## src/rtl/sum_batch_accumulator_if.sv

```systemverilog
// Handshake bundle between the 6-bit adder stage, the batch accumulator and its consumer.
interface sum_batch_accumulator_if #(
  parameter int SUM_W = 7,
  parameter int ACC_W = 8,
  parameter int CNT_W = 4
);
  logic [SUM_W-1:0] sum_in;
  logic             sum_valid;
  logic             sum_ready;
  logic             clear;
  logic [ACC_W-1:0] acc_out;
  logic             acc_valid;
  logic             out_ready;
  logic             sat;
  logic [CNT_W-1:0] count;

  modport master (
    output sum_in, sum_valid, clear, out_ready,
    input  sum_ready, acc_out, acc_valid, sat, count
  );

  modport slave (
    input  sum_in, sum_valid, clear, out_ready,
    output sum_ready, acc_out, acc_valid, sat, count
  );
endinterface

```

## src/rtl/sum_batch_accumulator.sv

```systemverilog
// Sums BATCH accepted adder results into a saturating register and presents the total
// over a valid/ready handshake; input is stalled while a finished batch waits.
module sum_batch_accumulator #(
  parameter int SUM_W = 7,
  parameter int ACC_W = 8,
  parameter int BATCH = 4,
  parameter int CNT_W = 4
) (
  input  logic                      clk,
  input  logic                      rst,
  sum_batch_accumulator_if.slave    bus
);
  typedef enum logic {S_ACC, S_DONE} state_t;

  localparam logic [ACC_W:0]   ACC_MAX  = {1'b0, {ACC_W{1'b1}}};
  localparam logic [CNT_W-1:0] CNT_LAST = CNT_W'(BATCH - 1);

  state_t           state_q, state_d;
  logic [ACC_W-1:0] acc_q, acc_d;
  logic             sat_q, sat_d;
  logic [CNT_W-1:0] cnt_q, cnt_d;
  logic [ACC_W:0]   acc_sum;

  // One extra bit so the overflow past 2^ACC_W-1 is visible before clamping.
  assign acc_sum = {1'b0, acc_q} + {{(ACC_W + 1 - SUM_W){1'b0}}, bus.sum_in};

  always_ff @(posedge clk) begin
    if (rst) begin
      state_q <= S_ACC;
      acc_q   <= '0;
      sat_q   <= 1'b0;
      cnt_q   <= '0;
    end else begin
      state_q <= state_d;
      acc_q   <= acc_d;
      sat_q   <= sat_d;
      cnt_q   <= cnt_d;
    end
  end

  always_comb begin
    state_d = state_q;
    acc_d   = acc_q;
    sat_d   = sat_q;
    cnt_d   = cnt_q;
    if (bus.clear) begin
      state_d = S_ACC;
      acc_d   = '0;
      sat_d   = 1'b0;
      cnt_d   = '0;
    end else begin
      unique case (state_q)
        S_ACC: begin
          if (bus.sum_valid) begin
            if (acc_sum > ACC_MAX) begin
              acc_d = ACC_MAX[ACC_W-1:0];
              sat_d = 1'b1;
            end else begin
              acc_d = acc_sum[ACC_W-1:0];
            end
            if (cnt_q == CNT_LAST) begin
              cnt_d   = '0;
              state_d = S_DONE;
            end else begin
              cnt_d = cnt_q + 1'b1;
            end
          end
        end
        S_DONE: begin
          if (bus.out_ready) begin
            state_d = S_ACC;
            acc_d   = '0;
            sat_d   = 1'b0;
            cnt_d   = '0;
          end
        end
        default: state_d = S_ACC;
      endcase
    end
  end

  assign bus.sum_ready = (state_q == S_ACC);
  assign bus.acc_valid = (state_q == S_DONE);
  assign bus.acc_out   = acc_q;
  assign bus.sat       = sat_q;
  assign bus.count     = cnt_q;
endmodule
```

## src/flat_wrapper.sv

```systemverilog
// flat-port wrapper written by rule: the top's interface ports become plain ports
module sum_batch_accumulator_flat 
#(
  parameter int SUM_W = 7,
  parameter int ACC_W = 8,
  parameter int BATCH = 4,
  parameter int CNT_W = 4
)
  (clk, rst, bus_sum_in, bus_sum_valid, bus_clear, bus_out_ready, bus_sum_ready, bus_acc_out, bus_acc_valid, bus_sat, bus_count);
  sum_batch_accumulator_if #(.SUM_W(SUM_W), .ACC_W(ACC_W), .CNT_W(CNT_W)) bus_i ();
  input  logic clk;
  input  logic rst;
  input wire logic [$bits(bus_i.sum_in)-1:0] bus_sum_in;
  input wire logic [$bits(bus_i.sum_valid)-1:0] bus_sum_valid;
  input wire logic [$bits(bus_i.clear)-1:0] bus_clear;
  input wire logic [$bits(bus_i.out_ready)-1:0] bus_out_ready;
  output wire logic [$bits(bus_i.sum_ready)-1:0] bus_sum_ready;
  output wire logic [$bits(bus_i.acc_out)-1:0] bus_acc_out;
  output wire logic [$bits(bus_i.acc_valid)-1:0] bus_acc_valid;
  output wire logic [$bits(bus_i.sat)-1:0] bus_sat;
  output wire logic [$bits(bus_i.count)-1:0] bus_count;
  assign bus_i.sum_in = bus_sum_in;
  assign bus_i.sum_valid = bus_sum_valid;
  assign bus_i.clear = bus_clear;
  assign bus_i.out_ready = bus_out_ready;
  assign bus_sum_ready = bus_i.sum_ready;
  assign bus_acc_out = bus_i.acc_out;
  assign bus_acc_valid = bus_i.acc_valid;
  assign bus_sat = bus_i.sat;
  assign bus_count = bus_i.count;
  sum_batch_accumulator #(.SUM_W(SUM_W), .ACC_W(ACC_W), .BATCH(BATCH), .CNT_W(CNT_W)) u_core (.clk(clk), .rst(rst), .bus(bus_i));
endmodule
```

## config.mk

```make
export PLATFORM = sky130hd
export DESIGN_NAME = sum_batch_accumulator_flat
export DESIGN_NICKNAME = d
export VERILOG_FILES = /design/src/rtl/sum_batch_accumulator_if.sv /design/src/rtl/sum_batch_accumulator.sv /design/src/flat_wrapper.sv
export SDC_FILE = /design/constraint.sdc
export NUM_CORES = 1
export LEC_CHECK = 0
export ABC_AREA = 1
export CAP_MARGIN = 20
export CORE_UTILIZATION = 30
export CTS_BUF_LIST = sky130_fd_sc_hd__clkbuf_2
export DETAILED_ROUTE_END_ITERATION = 10
export GPL_TIMING_DRIVEN = 0
export MAX_ROUTING_LAYER = met4
export PLACE_DENSITY = 0.6
export SLEW_MARGIN = 25
export SYNTH_ARGS = -nofsm -noshare
export SYNTH_HDL_FRONTEND = slang
export SYNTH_SLANG_ARGS = --single-unit
export TNS_END_PERCENT = 20
```

## constraint.sdc

```tcl
create_clock -name clk -period 1.7 [get_ports clk]
set_input_delay 0.34 -clock clk [delete_from_list [all_inputs] [get_ports clk]]
set_output_delay 0.34 -clock clk [all_outputs]
set_load 0.03 [all_outputs]
```

# Word-level counts from Yosys, hierarchy flattened
# Index checks and enable logic that the tools add are counted.
# op_classes
addsub	2
bitwise	1
n_mux	16
n_reduce_logical	3
eq_ne	4
n_lt_le_gt_ge	1
# op_table
operator	count
$mux 8	3
$pmux 8 s2	1
$mux 4	3
$add 8x7->9	1
$gt 9x8->1 const B	1
$pmux 4 s2	1
$mux 1	6
$add 4x1->4 const B	1
$eq 4x2->1 const B	1
$ne 2x2->1 const B	2
$pmux 1 s2	2
$reduce_and 3->1	1
$ne 2x1->1 const B	1
$reduce_and 2->1	1
$reduce_or 2->1	1
$not 1->1	1
# word_totals
out_inout_bits	15
reg_bits	14
in_bits	12
word_cells	31

# Depth between registers and ports, before layout
# Gate-level depths: netlist (run 1).
# logic_depth
ltp_word	5
depth_mapped	12
mapped_depth_nobuf	12

# Least setup slack after synthesis (run 1)
# Ideal clock, no wire load.
# synth_path
path_kind	register -> register
from	register u_core.acc_q[0], in the netlist u_core.bus.acc_out[0]
to	register u_core.acc_q[4], in the netlist u_core.bus.acc_out[4]
setup_slack_ps	-151
synth_period_minus_slack_ps	1851
arrival_time_ps	1782
stages_incl_launch_ff	12
setup_time_ps	69
t_required_ps	1631
path_buffers	0
cell_sequence	dfxtp_1 > ha_1 > inv_1 > fa_1 > inv_1 > nand2_1 > nand2_1 > nand2_1 > or2_0 > nand3_1 > nand2_1 > a21oi_2
# synth_via
elab_chain_cells	5
# synth_lines
element	line	source
start: declaration	sum_batch_accumulator.sv:19	logic [ACC_W-1:0] acc_q, acc_d;
start signal: assignment	sum_batch_accumulator.sv:30	acc_q <= '0;
start signal: assignment	sum_batch_accumulator.sv:35	acc_q <= acc_d;
$add 8x7->9 (*)	sum_batch_accumulator.sv:25	assign acc_sum = {1'b0, acc_q} + {{(ACC_W + 1 - SUM_W){1'b0}}, bus.sum_in};
$gt 9x8->1	sum_batch_accumulator.sv:55	if (acc_sum > ACC_MAX) begin
$mux 8 (*)	sum_batch_accumulator.sv:55	
$mux 8 (*)	sum_batch_accumulator.sv:54	if (bus.sum_valid) begin
$pmux 8 s2 (*)	sum_batch_accumulator.sv:52	unique case (state_q)
# Mark *: on every way between the ends. The rest lies on a longest branch, timed or not. The select of a mux whose other input is x is not followed.
# A chain may end at the register's enable or synchronous reset.

# Final worst setup path (run 1)
# Same ends and word-level chain as after synthesis.

==> impl_results.md, run 1 <==
- Outcome: finished, violations left
- Failing checks: setup timing
- Worst Path Required: 1.92 ns
- DP Wirelength: 1790 um
- Top cells by area, synth: dfxtp_1, nand2_1, ha_1
- Multi-input logic area: 671 um2
- Max-cap violation count: 0
- RSZ-0062 raised after global routing: true
- Fin crit period: 1.71 ns
- Ant diodes: 0
- Filler Cells Inserted: 328
- Post-Layout Cell Count: ~230
- Syn Nets: 170
- Setup WS post-layout: -0.00872 ns
- FF/Latch Area: 285 um2
- Final period utilization: 1.01
- GRT Total Usage: 0.160
- Vias per inst: 4.66
- Fin. Hold Viols: 0
- # rows: 20
- Worst Max-Slew Pin Slew: ~0.33 ns
- Worst vdd ir: 330 uV
- DRT antenna net count: 0
- Initial antenna violation count: 0
- Clk_skew: 0.00460 ns
- Avg WL per Cell: 11.0 um
- Largest net degree at the start of global routing: 11
- Vias in the first global route: 985
- Gpl congestion: 0.756
- Skew-Pair Late Insertion Delay: ~0.28 ns
- Root buf cell: clkbuf_2
- Hold-fix buffers, CTS: 0
- Global-route wire length before repair: a little over 4000 um
- Initial Util: 0.319
- Post-Syn Instances: roughly 150
- PortBufs: 26
- # H-tree levels: 1
- Final setup violation count: 1
- Number of CTS-inserted buffers: 3
- Die Ht: 59.2 um
- P_leak: 0.737 nW
- CTS max path bufs: 2
- Sequential area share after synthesis: 0.285
- Share of cells above drive strength 1: 0.166
- Clk pin slew, worst setup/hold paths: 0.14 ns
- Hold Crit Class: flop to flop
- CP Class: flop to flop
- Max-slew violations: 0
- Netlist cell types: 24
- Synth Area per Inst: between 6 and 7 um2
- Warnings, synthesis: 0
- I/O Pins: 27
- Drt total wl: 2470 um
- Crit path DAT: between 1.5 and 2 ns
- Synth Cell Area: 982 um2
- DR pass1 iterations: 4
- Largest area contributor in the netlist: dfxtp_1
- Clock tree sinks: 14
- P&R area growth vs syn: 42.5%
- FMAX: 0.585 GHz
- CTS tree: done
- DR iter-0 viols: 26
- Post-synth top area share: 0.285
- Pwr dens: 499 mW/mm2
- Die X-Extent: 59.2 um
- Worst setup EP type: flop
- Yosys reg bits: 14
- Via count: 1048
- Core area: 0.00308 mm2
- Grt total ovfl: 0
- Die area: 0.00351 mm2
- CP Launch Type: flop
- Placed cell areas: 0.00130 mm2
- Final instance area: approximately 0.0014 mm2
- Max-Slew Margin vs Limit: 0.780
- Power Total: roughly 0.7 mW
- Worst-path fanout max: 3
- DRC viols: 0
- Fin nets: 203
- Placed Cells: 219
[worst paths after layout]
check                        start               endpoint  slack (ns)  depth (start not counted)
min                 u_core.bus.sat         u_core.bus.sat        0.49                          2
max reg2reg  u_core.bus.acc_out[0]  u_core.bus.acc_out[4]      -0.009                         11
max          u_core.bus.acc_out[0]  u_core.bus.acc_out[4]      -0.009                         11
min reg2reg         u_core.bus.sat         u_core.bus.sat        0.49                          2
[cells by family after synthesis]
family                   synth area share
XOR/XNOR                           0.0178
buffers and inverters              0.0955
AO/OA/AOI/OAI                       0.127
flip-flops                          0.285
adder cells (fa/ha/maj)             0.122
AND/OR/NAND/NOR                     0.352
[stage by stage]
| stage | hold slack (ns) | setup TNS, ns | worst slack (ns) | util |
|---|---|---|---|---|
| finish | 0.487 | -0.00872 | -0.00872 | 0.455 |
| global route | 0.517 | -0.262 | -0.0909 | 0.455 |
| CTS | 0.494 | -0.0613 | -0.0317 | 0.441 |
| detailed placement | 0.465 | -3.89 | -0.536 | 0.423 |
| global placement | 0.464 | -3.61 | -0.495 | 0.423 |
| floorplan | 0.506 | 0 | 0.0156 | - |
[state kept, by name (all words and copies together) (netlist names)]
name,count
u_core.bus.sat,1
u_core.bus.acc_out,8
u_core.bus.count,4
u_core.bus.acc_valid,1
[power breakdown]
part           total, mW  internal [mW]  switching (mW)
combinational      0.191         0.0876           0.103
sequential         0.346          0.336         0.00991
clock              0.162         0.0511           0.111
total              0.698          0.475           0.224
[layout by cell type (no fill, tap or decap)]
master	n
nor3_1	1
nor2_2	1
nand2_1	46
xor2_1	2
ha_4	4
a21oi_4	1
a21oi_2	1
dfxtp_4	1
inv_2	6
o21ai_2	1
dfxtp_2	1
o21ai_1	2
nand2_2	7
buf_6	1
dlygate4sd2_1	11
fa_2	1
clkinv_1	3
or2_0	2
or2_1	2
inv_1	14
clkbuf_2	3
nor2_1	7
nand3b_1	2
buf_4	2
dlymetal6s2s_1	6
a31oi_1	1
nand3_1	11
nand4_1	1
ha_1	4
a21oi_1	15
dfxtp_1	12
clkdlybuf4s50_1	9
[critical path, cell delays in order, from the launching register on]
cell	delay [ns]
dfxtp_4	0.39
ha_4	0.13
inv_2	0.04
fa_2	0.35
inv_2	0.09
nand2_2	0.06
nand2_2	0.08
nand2_2	0.06
or2_0	0.19
nand3_1	0.08
nand2_1	0.06
a21oi_2	0.13
[metal layers]
layer	routed length, um	global-route usage	up-vias
met5	0	-	-
met4	51	0.0680	0
met3	104	0.0197	8
met2	1200	0.271	35
met1	1110	0.189	468
li1	-	-	537
[Yosys cell counts]
library cell  instances
nand3_1              11
o21ai_1               2
a31oi_1               1
nor2_2                1
inv_2                 3
nand2_2               3
xor2_1                2
ha_1                  8
buf_6                 1
a21oi_2               1
a21oi_1              15
nand2_1              50
dfxtp_1              14
nand4_1               1
o21ai_2               1
clkinv_1              2
or2_0                 2
a21oi_4               1
inv_1                17
nand3b_1              2
or2_1                 2
fa_1                  1
nor2_1                7
nor3_1                1
[final cells by class]
class                      instances  share of cell area
multi-input combinational        112               0.479
sequential                        14               0.204
timing repair buffer              28               0.197
inverter                          22              0.0590
tap                               44              0.0393
clock buffer                       3              0.0107
buffer                             1             0.00804
clock inverter                     1             0.00268
[repair_timing]
item                       in CTS  in global routing
setup endpoints to repair      18                 15
setup buffers                   2                  0
gates resized for setup        21                 10
pin swaps                       8                  6
(Power assumes the default switching activity.)
==> run 2, diff against run 1 <==
--- a/config.mk
+++ b/config.mk
@@ -6,14 +6,12 @@
 export NUM_CORES = 1
 export LEC_CHECK = 0
 export ABC_AREA = 1
-export CAP_MARGIN = 20
 export CORE_UTILIZATION = 30
 export CTS_BUF_LIST = sky130_fd_sc_hd__clkbuf_2
 export DETAILED_ROUTE_END_ITERATION = 10
 export GPL_TIMING_DRIVEN = 0
 export MAX_ROUTING_LAYER = met4
-export PLACE_DENSITY = 0.6
-export SLEW_MARGIN = 25
+export PLACE_DENSITY = 0.51
 export SYNTH_ARGS = -nofsm -noshare
 export SYNTH_HDL_FRONTEND = slang
 export SYNTH_SLANG_ARGS = --single-unit
==> run 2 against run 1 <==
Compared with the run above:
- the flow still finishes with violations (setup timing)
- sequential power barely moved
- total power up 1.5%
- setup slack got worse by 0.034 ns
- maximum frequency down 2.0%
- via count is 0.57% lower
- largest power group unchanged
- highest routed layer unchanged
==> impl_results.md, run 2 (synthesized netlist as in run 1, its figures left out) <==
- Worst Path Required: 1.85 ns
- Hold-fix buffers, CTS: 0
- DRT antenna net count: 0
- Vias per inst: between 4 and 5
- Critical path origin: bus_sum_in[3]
- Post-Layout Cell Count: 227
- I/O Pins: 27
- Pwr dens: 497 mW/mm2
- P_leak: 0.750 nW
- Crit path DAT: 1.89 ns
- Final period utilization: 1.03
- CP Launch Type: primary input
- Power Total: 0.709 mW
- CP max stage cell: clkdlybuf4s50_1
- Setup WS post-layout: -0.0430 ns
- Gpl congestion: ~0.75
- Fin. Hold Viols: 0
- Largest register FFs: 8
- Clk_skew: between 0.02 and 0.025 ns
- Clk pin slew, worst setup/hold paths: 0.15 ns
- Initial antenna violation count: 0
- Net Sw Power: between 0.2 and 0.25 mW
- Fin nets: 205
- Placed Cells: 219
- Hold Crit Class: flop to flop
- Avg WL per Cell: around 11 um
- Reg-to-Reg Start: u_core.bus.acc_out[0]
- Final setup violation count: 7
- DR pass1 iterations: 4
- Vias in the first global route: 1031
- Worst-path cell chain: clkdlybuf4s50_1 > ha_4 > a21oi_1 > nand2_2 > a21oi_4 > nand3_2 > nand2_1 > a21oi_1
- Worst path max stage delay: 0.51 ns
- Clock tree sinks: 14
- Reg2reg setup slack: 0.01 ns
- FMAX: 0.574 GHz
- Switching part of the total: 0.310
- GRT Total Usage: 0.171
- Initial Util: 0.319
- Worst vdd ir: 326 uV
- Pre-CTS WS: -0.518 ns
- HP Start: u_core.bus.acc_out[2]
- CTS tree: done
- # rows: 20
- Grt total ovfl: 0
- RSZ-0062 raised after global routing: true
- Via count: 1042
- Worst setup EP type: flop
- Failing checks: setup timing
- Clock share of power: 0.234
- Outcome: finished, violations left
- Comb pwr share: 0.278
- Core area: 0.00308 mm2
- Filler Cells Inserted: ~340
- PortBufs: 26
- # H-tree levels: 1
- P&R area growth vs syn: 45.4%
- Ant diodes: 0
- Most frequent cells in the layout: nand2_1, inv_1, a21oi_1
- Skew-Pair Late Insertion Delay: 0.27 ns
- Internal power: around 0.49 mW
- CP most frequent cell: a21oi_1
- Die X-Extent: roughly 60 um
- Share of cells above drive strength 1: 0.191
- Die Ht: between 50 and 60 um
- DRC viols: 0
- Die area: approximately 0.0035 mm2
- Reg power frac: 0.487
- CTS max path bufs: 2
- Root buf cell: clkbuf_2
- Setup TNS: -0.164 ns
- Max-cap violation count: 0
- CP Class: primary input to flop
- DP Wirelength: 1800 um
- Worst-path fanout max: 8
- Number of CTS-inserted buffers: 3
- Fin crit period: 1.74 ns
- Global-route wire length before repair: approximately 4400 um
- Commonest non-fill, non-tap cell in the layout: nand2_1
- Max-Slew Margin vs Limit: 0.752
- Worst Max-Slew Pin Slew: roughly 0.37 ns
- Largest net degree at the start of global routing: 11
- DR iter-0 viols: 30
- Max-slew violations: 0
- Drt total wl: 2570 um
-- run 2: changes by cell type in the layout (fill, tap and decap cells not counted) --
cell / change
inv_2: -1
clkbuf_2: +1
nand3_1: -3
nand3_2: +3
buf_4: +2
dlygate4sd2_1: +1
clkinv_1: -1
inv_1: +1
dlymetal6s2s_1: -1
-- run 2: power by group through the flow --
stage	sequential, mW	combinational [mW]	clock (mW)
3_3_place_gp	0.351	0.178	0
6_report	0.346	0.197	0.166
2_1_floorplan	0.366	0.0964	0
3_5_place_dp	0.351	0.179	0
4_1_cts	0.345	0.186	0.178
5_1_grt	0.348	0.221	0.199
-- run 2: repair_timing --
action / 4_1_cts / 5_1_grt
gates resized for setup: 20 / 13
setup endpoints to repair: 19 / 14
setup buffers: 3 / 1
pin swaps: 7 / 8
-- run 2: final cells by class --
cell class	instances	area (um2)	share of cell area
Tap cell	44	55.1	0.0386
Buffer	1	11.3	0.00789
Inverter	22	82.6	0.0578
Timing Repair Buffer	30	288	0.202
Sequential cell	14	285	0.200
Clock buffer	4	20.0	0.0140
Multi-Input combinational cell	112	686	0.480
-- run 2: worst paths after layout --
check,endpoint,cells past startpoint
setup reg to reg,u_core.bus.acc_out[4],11
hold reg to reg,u_core.bus.acc_out[2],2
setup / recovery,u_core.bus.acc_out[6],8
hold / removal,u_core.bus.acc_out[2],2
-- run 2: critical path, delay by kind of cell --
| kind | cells | cell delay [ns] |
|---|---|---|
| fa+ha+maj | 1 | 0.23 |
| buf+inv | 1 | 0.51 |
| simple gates | 3 | 0.27 |
| compound gates | 3 | 0.54 |
-- run 2: routing by layer --
metal | track usage | up-vias | part of all wire
li1 | - | 548 | -
met1 | 0.207 | 474 | 0.48
met2 | 0.284 | 18 | 0.49
met3 | 0.0218 | 2 | 0.023
met4 | 0.0714 | 0 | 0.0051
met5 | - | - | 0
-- run 2: through the flow --
stage | cell area (um2) | utilization | hold WS, ns
after floorplan | 987 | - | 0.506
after global placement | 1300 | 0.423 | 0.464
after detailed placement | 1300 | 0.423 | 0.465
after CTS | 1360 | 0.443 | 0.498
after global routing | 1430 | 0.464 | 0.523
final | 1430 | 0.464 | 0.498
==> RTL edit 1 (flow settings as in run 1) <==
`SUM_W` is set to 7 in 3 places; all go to 9.
--- a/src/rtl/sum_batch_accumulator_if.sv
+++ b/src/rtl/sum_batch_accumulator_if.sv
@@ -1,6 +1,6 @@
 // Handshake bundle between the 6-bit adder stage, the batch accumulator and its consumer.
 interface sum_batch_accumulator_if #(
-  parameter int SUM_W = 7,
+  parameter int SUM_W = 9,
   parameter int ACC_W = 8,
   parameter int CNT_W = 4
 );
--- a/src/rtl/sum_batch_accumulator.sv
+++ b/src/rtl/sum_batch_accumulator.sv
@@ -1,7 +1,7 @@
 // Sums BATCH accepted adder results into a saturating register and presents the total
 // over a valid/ready handshake; input is stalled while a finished batch waits.
 module sum_batch_accumulator #(
-  parameter int SUM_W = 7,
+  parameter int SUM_W = 9,
   parameter int ACC_W = 8,
   parameter int BATCH = 4,
   parameter int CNT_W = 4
--- a/src/flat_wrapper.sv
+++ b/src/flat_wrapper.sv
@@ -1,7 +1,7 @@
 // flat-port wrapper written by rule: the top's interface ports become plain ports
 module sum_batch_accumulator_flat 
 #(
-  parameter int SUM_W = 7,
+  parameter int SUM_W = 9,
   parameter int ACC_W = 8,
   parameter int BATCH = 4,
   parameter int CNT_W = 4
Ports: changed (resized bus_sum_in); port bits go from 27 to 29. The function was not compared with the original's and may differ.
==> RTL edit 1 against run 1 <==
- the run still ends with negative setup slack left
- global-route usage decreased by 1.1 points
- cell area is 5.7% higher
- setup slack worse by 28 ps
- sequential cell count unchanged
- wire length is 6.4% lower
- sequential power up 1%
- cell count up 3.6%
- synthesized area rose by 5.0%
- power grew 12%
- worst hold slack got worse by 24 ps
- utilization up 1.5 points
- via count is essentially flat
- sequential share of layout area down 1.1 points
- critical path type is now input pin to register
- largest power group unchanged
==> RTL edit 1: results (changes against run 1) <==
Timing
  – Worst Setup Slack, final: -36.69 ps (-27.97 ps)
  – Relative slew slack: 77.34% (-0.66 points)
  – Worst hold margin: 463.7 ps (-23.58 ps)
  – Final setup vio count: 8 (+7)

Routing
  – Via-to-Cell Ratio: 4.502 (-3.3%)
  – Number of violations reported at the end of detailed-routing iteration 0: 36 (+38%)
  – Drt wl/cell: 9.906 um (-9.6%)

Worst setup path
  – Kind of cell adding the most delay to the critical path: buffers and inverters
  – Critical path fanouts, max: 8 (+5)
  – Worst reg2reg path depth: 12 (+1)
  – Maximum cell stage delay along the critical path: 410 ps (+20 ps)
  – Endpoint of the worst setup timing path: u_core.bus.acc_out[6]
  – Worst setup path start: bus_sum_in[7]

Synthesis
  – Most area-consuming cells after synthesis: sky130_fd_sc_hd__dfxtp_1 (27%), sky130_fd_sc_hd__nand2_1 (21%), sky130_fd_sc_hd__ha_1 (11%)
  – Seq/Total Area, Yosys: 27.18% (-1.4 points)
  – Commonest cells in the synthesized netlist: sky130_fd_sc_hd__nand2_1 (58), sky130_fd_sc_hd__inv_1 (17), sky130_fd_sc_hd__a21oi_1 (15)
  – Compound-gate portion of the synthesized area: 8.617% (-4.1 points)
  – Xor and xnor area share after synthesis: 3.398% (+1.6 points)
  – Net count after synthesis: 178 (+4.7%)
  – Synth Area in Adders: 12.86% (+0.63 points)
  – Number of distinct standard cells referenced by the synthesized netlist: 23 (-4.2%)

Power and ir drop
  – Largest vdd supply drop: 0.3549 mV (+7.5%)
  – Leakage dissipation: 0.7258 nW (-1.5%)

Global routing
  – First-pass GRT wire length: 4050 um (-1.2%)
  – Total Routing Usage GR: 14.87% (-1.1 points)

Placement
  – Number of port buffers: 28 (+7.7%)
  – Routability-driven placement congestion ratio: 0.7658 (+1.3%)
  – Minimum setup slack after placement: -556.9 ps (-21.18 ps)
  – Final HPWL DP: 1791 um (about the same)

Run status
  – Outcome: finished with violations
  – Failing checks: negative setup slack

Clocking
  – Bufs on Longest Clock Path: 2 (unchanged)

Layout
  – Post-layout nets: 214 (+5.4%)
  – Share of post-route cells with drive strength above 1: 19.05% (+2.5 points)
-- RTL edit 1: per-layer routing --
metal	track usage [%]	up-vias	wire, um
met5	-	-	0
met4	3.896	0	13
met3	1.919	2	85
met2	26.22	27	1087
met1	17.75	467	1121
li1	-	553	-
-- RTL edit 1: kinds of logic after synthesis --
| kind of cell | after synthesis |
|---|---|
| AO/OA/AOI/OAI | 17 |
| adder cells (fa/ha/maj) | 10 |
| XOR/XNOR | 4 |
| flip-flops | 14 |
| AND/OR/NAND/NOR | 87 |
| buffers and inverters | 22 |
-- RTL edit 1: timing repair --
item                                   CTS  global route
setup buffers                            2             1
setup endpoints to repair               21            11
pin swaps                                7            12
endpoints found under the hold margin    0             0
resized for setup                       16            17
cloned                                   0             0
-- RTL edit 1: final cells by class --
cell class                      instances  area, um^2  area share [%]
Multi-Input combinational cell        118       743.2           50.21
Timing Repair Buffer                   31       287.8           19.44
Tap cell                               44       55.05           3.719
Clock buffer                            3       15.01           1.014
Inverter                               21       78.83           5.325
Sequential cell                        14       285.3           19.27
Buffer                                  1       11.26          0.7608
Clock inverter                          1       3.754          0.2536
-- RTL edit 1: power breakdown --
group / switching (W) / internal (W)
sequential: 0.0000115 / 0.000340
combinational: 0.000154 / 0.000119
clock: 0.000107 / 0.0000511
total: 0.000273 / 0.000510
-- RTL edit 1: metrics by stage --
step / area (um^2) / TNS [ps] / instances
after floorplan: 1041 / 0 / 154
after global placement: 1376 / -4465 / 226
after detailed placement: 1376 / -4798 / 226
after CTS: 1403 / -241.1 / 232
after global routing: 1480 / -1061 / 233
final: 1480 / -205.4 / 233
==> RTL edit 2 (config.mk and constraints of run 1) <==
Made on the original files. Reset style: asynchronous (`rst`), changed in one clocked block.
--- a/src/rtl/sum_batch_accumulator.sv
+++ b/src/rtl/sum_batch_accumulator.sv
@@ -24,7 +24,7 @@
   // One extra bit so the overflow past 2^ACC_W-1 is visible before clamping.
   assign acc_sum = {1'b0, acc_q} + {{(ACC_W + 1 - SUM_W){1'b0}}, bus.sum_in};
 
-  always_ff @(posedge clk) begin
+  always_ff @(posedge clk or posedge rst) begin
     if (rst) begin
       state_q <= S_ACC;
       acc_q   <= '0;
Check against the original RTL: differs if rst is asserted again (counterexample within 4 cycles, from zero or initial values and one cycle with rst high); with rst held inactive, the same outputs for 10 cycles.
==> RTL edit 2 against run 1 <==
- the run still ends with negative setup slack left
- sequential cell count is the same
- die area grew 8.9%
- first-iteration DRC count grew 140%
- wire length shrank 1.5%
- setup slack is essentially flat
- count of clock-buffer cells in the layout grew 1
- cell area grew 7.5%
- synthesized area grew 9.2%
- non-clock buffer count is the same
- utilization shrank 1.1 points
- highest routed layer unchanged
- critical endpoint is now u_core.bus.acc_out[4]
Power is not compared: it rests on default switching activity, and its combinational part moved more than twofold at a synthesized area within 25%.
==> RTL edit 2: results (changes against run 1) <==
Run status
  – Outcome: finished with violations
  – Failing checks: negative setup slack

Global routing
  – Pin count of the biggest net entering global routing: 15 (+4)
  – Total Routing Usage GR: 14.13% (-1.8 points)
  – Via count of the first global-routing pass: 917 (-6.9%)

Timing
  – Highest attainable clock frequency: 0.5854 GHz (about the same)
  – Final setup vio count: 1 (unchanged)
  – Worst Max-Slew Pin Slew: 549.1 ps (+221.1 ps)
  – Worst hold margin: 379.7 ps (-107.7 ps)
  – Aggregate negative setup slack: -8.301 ps (+0.4155 ps)
  – Setup Skew: 22.56 ps (+17.96 ps)
  – Worst Setup Slack, final: -8.301 ps (+0.4155 ps)

Layout
  – Final instance count without filler cells: 229 (+1.8%)
  – Post-layout nets: 205 (+0.99%)

Routing
  – Wire length after detailed routing: 2429 um (-1.5%)

Synthesis
  – Most area-consuming cells after synthesis: sky130_fd_sc_hd__dfrtp_1 (33%), sky130_fd_sc_hd__nand2_1 (20%), sky130_fd_sc_hd__ha_1 (9.3%)
  – Commonest cells in the synthesized netlist: sky130_fd_sc_hd__nand2_1 (57), sky130_fd_sc_hd__inv_1 (22), sky130_fd_sc_hd__dfrtp_1 (14)
  – Post-synthesis cell count: 151 (+1.3%)
  – Cell type contributing the most total cell area after synthesis: sky130_fd_sc_hd__dfrtp_1

Placement
  – Placed standard-cell area: 1405 um^2 (+7.9%)
  – Final HPWL DP: 1836 um (+2.5%)
  – Minimum setup slack after placement: -468.9 ps (+66.77 ps)

Worst setup path
  – Endpoint of the worst register-to-register path: u_core.bus.acc_out[4]
  – CP max stage cell: sky130_fd_sc_hd__dfrtp_2
  – Arrival time of the worst setup path: 1910 ps (-20 ps)
  – Maximum cell stage delay along the critical path: 420 ps (+30 ps)

Min path
  – Path type of the worst min-delay path: input pin to asynchronous set/reset pin
[RTL edit 2: cell type report]
class | instances | area share [%]
Inverter | 23 | 5.736
Timing Repair Buffer | 28 | 17.46
Clock buffer | 4 | 1.330
Buffer | 1 | 0.7481
Sequential cell | 14 | 23.44
Tap cell | 46 | 3.824
Multi-Input combinational cell | 113 | 47.46
[RTL edit 2: what timing repair did]
item,in CTS,in global routing
resized for setup,16,16
setup buffers,0,2
hold buffers,0,0
pin swaps,0,7
setup endpoints to repair,22,11
[RTL edit 2: logic make-up after synthesis]
group,after synthesis,synth area share [%]
AO/OA/AOI/OAI,14,8.986
buffers and inverters,24,9.101
AND/OR/NAND/NOR,88,36.41
adder cells (fa/ha/maj),9,11.20
XOR/XNOR,2,1.634
flip-flops,14,32.67
[RTL edit 2: metal layers]
layer	routed length (um)	GRT usage, %
met1	1222	18.57
met5	0	-
met2	1121	22.43
met3	75	1.863
met4	10	4.762
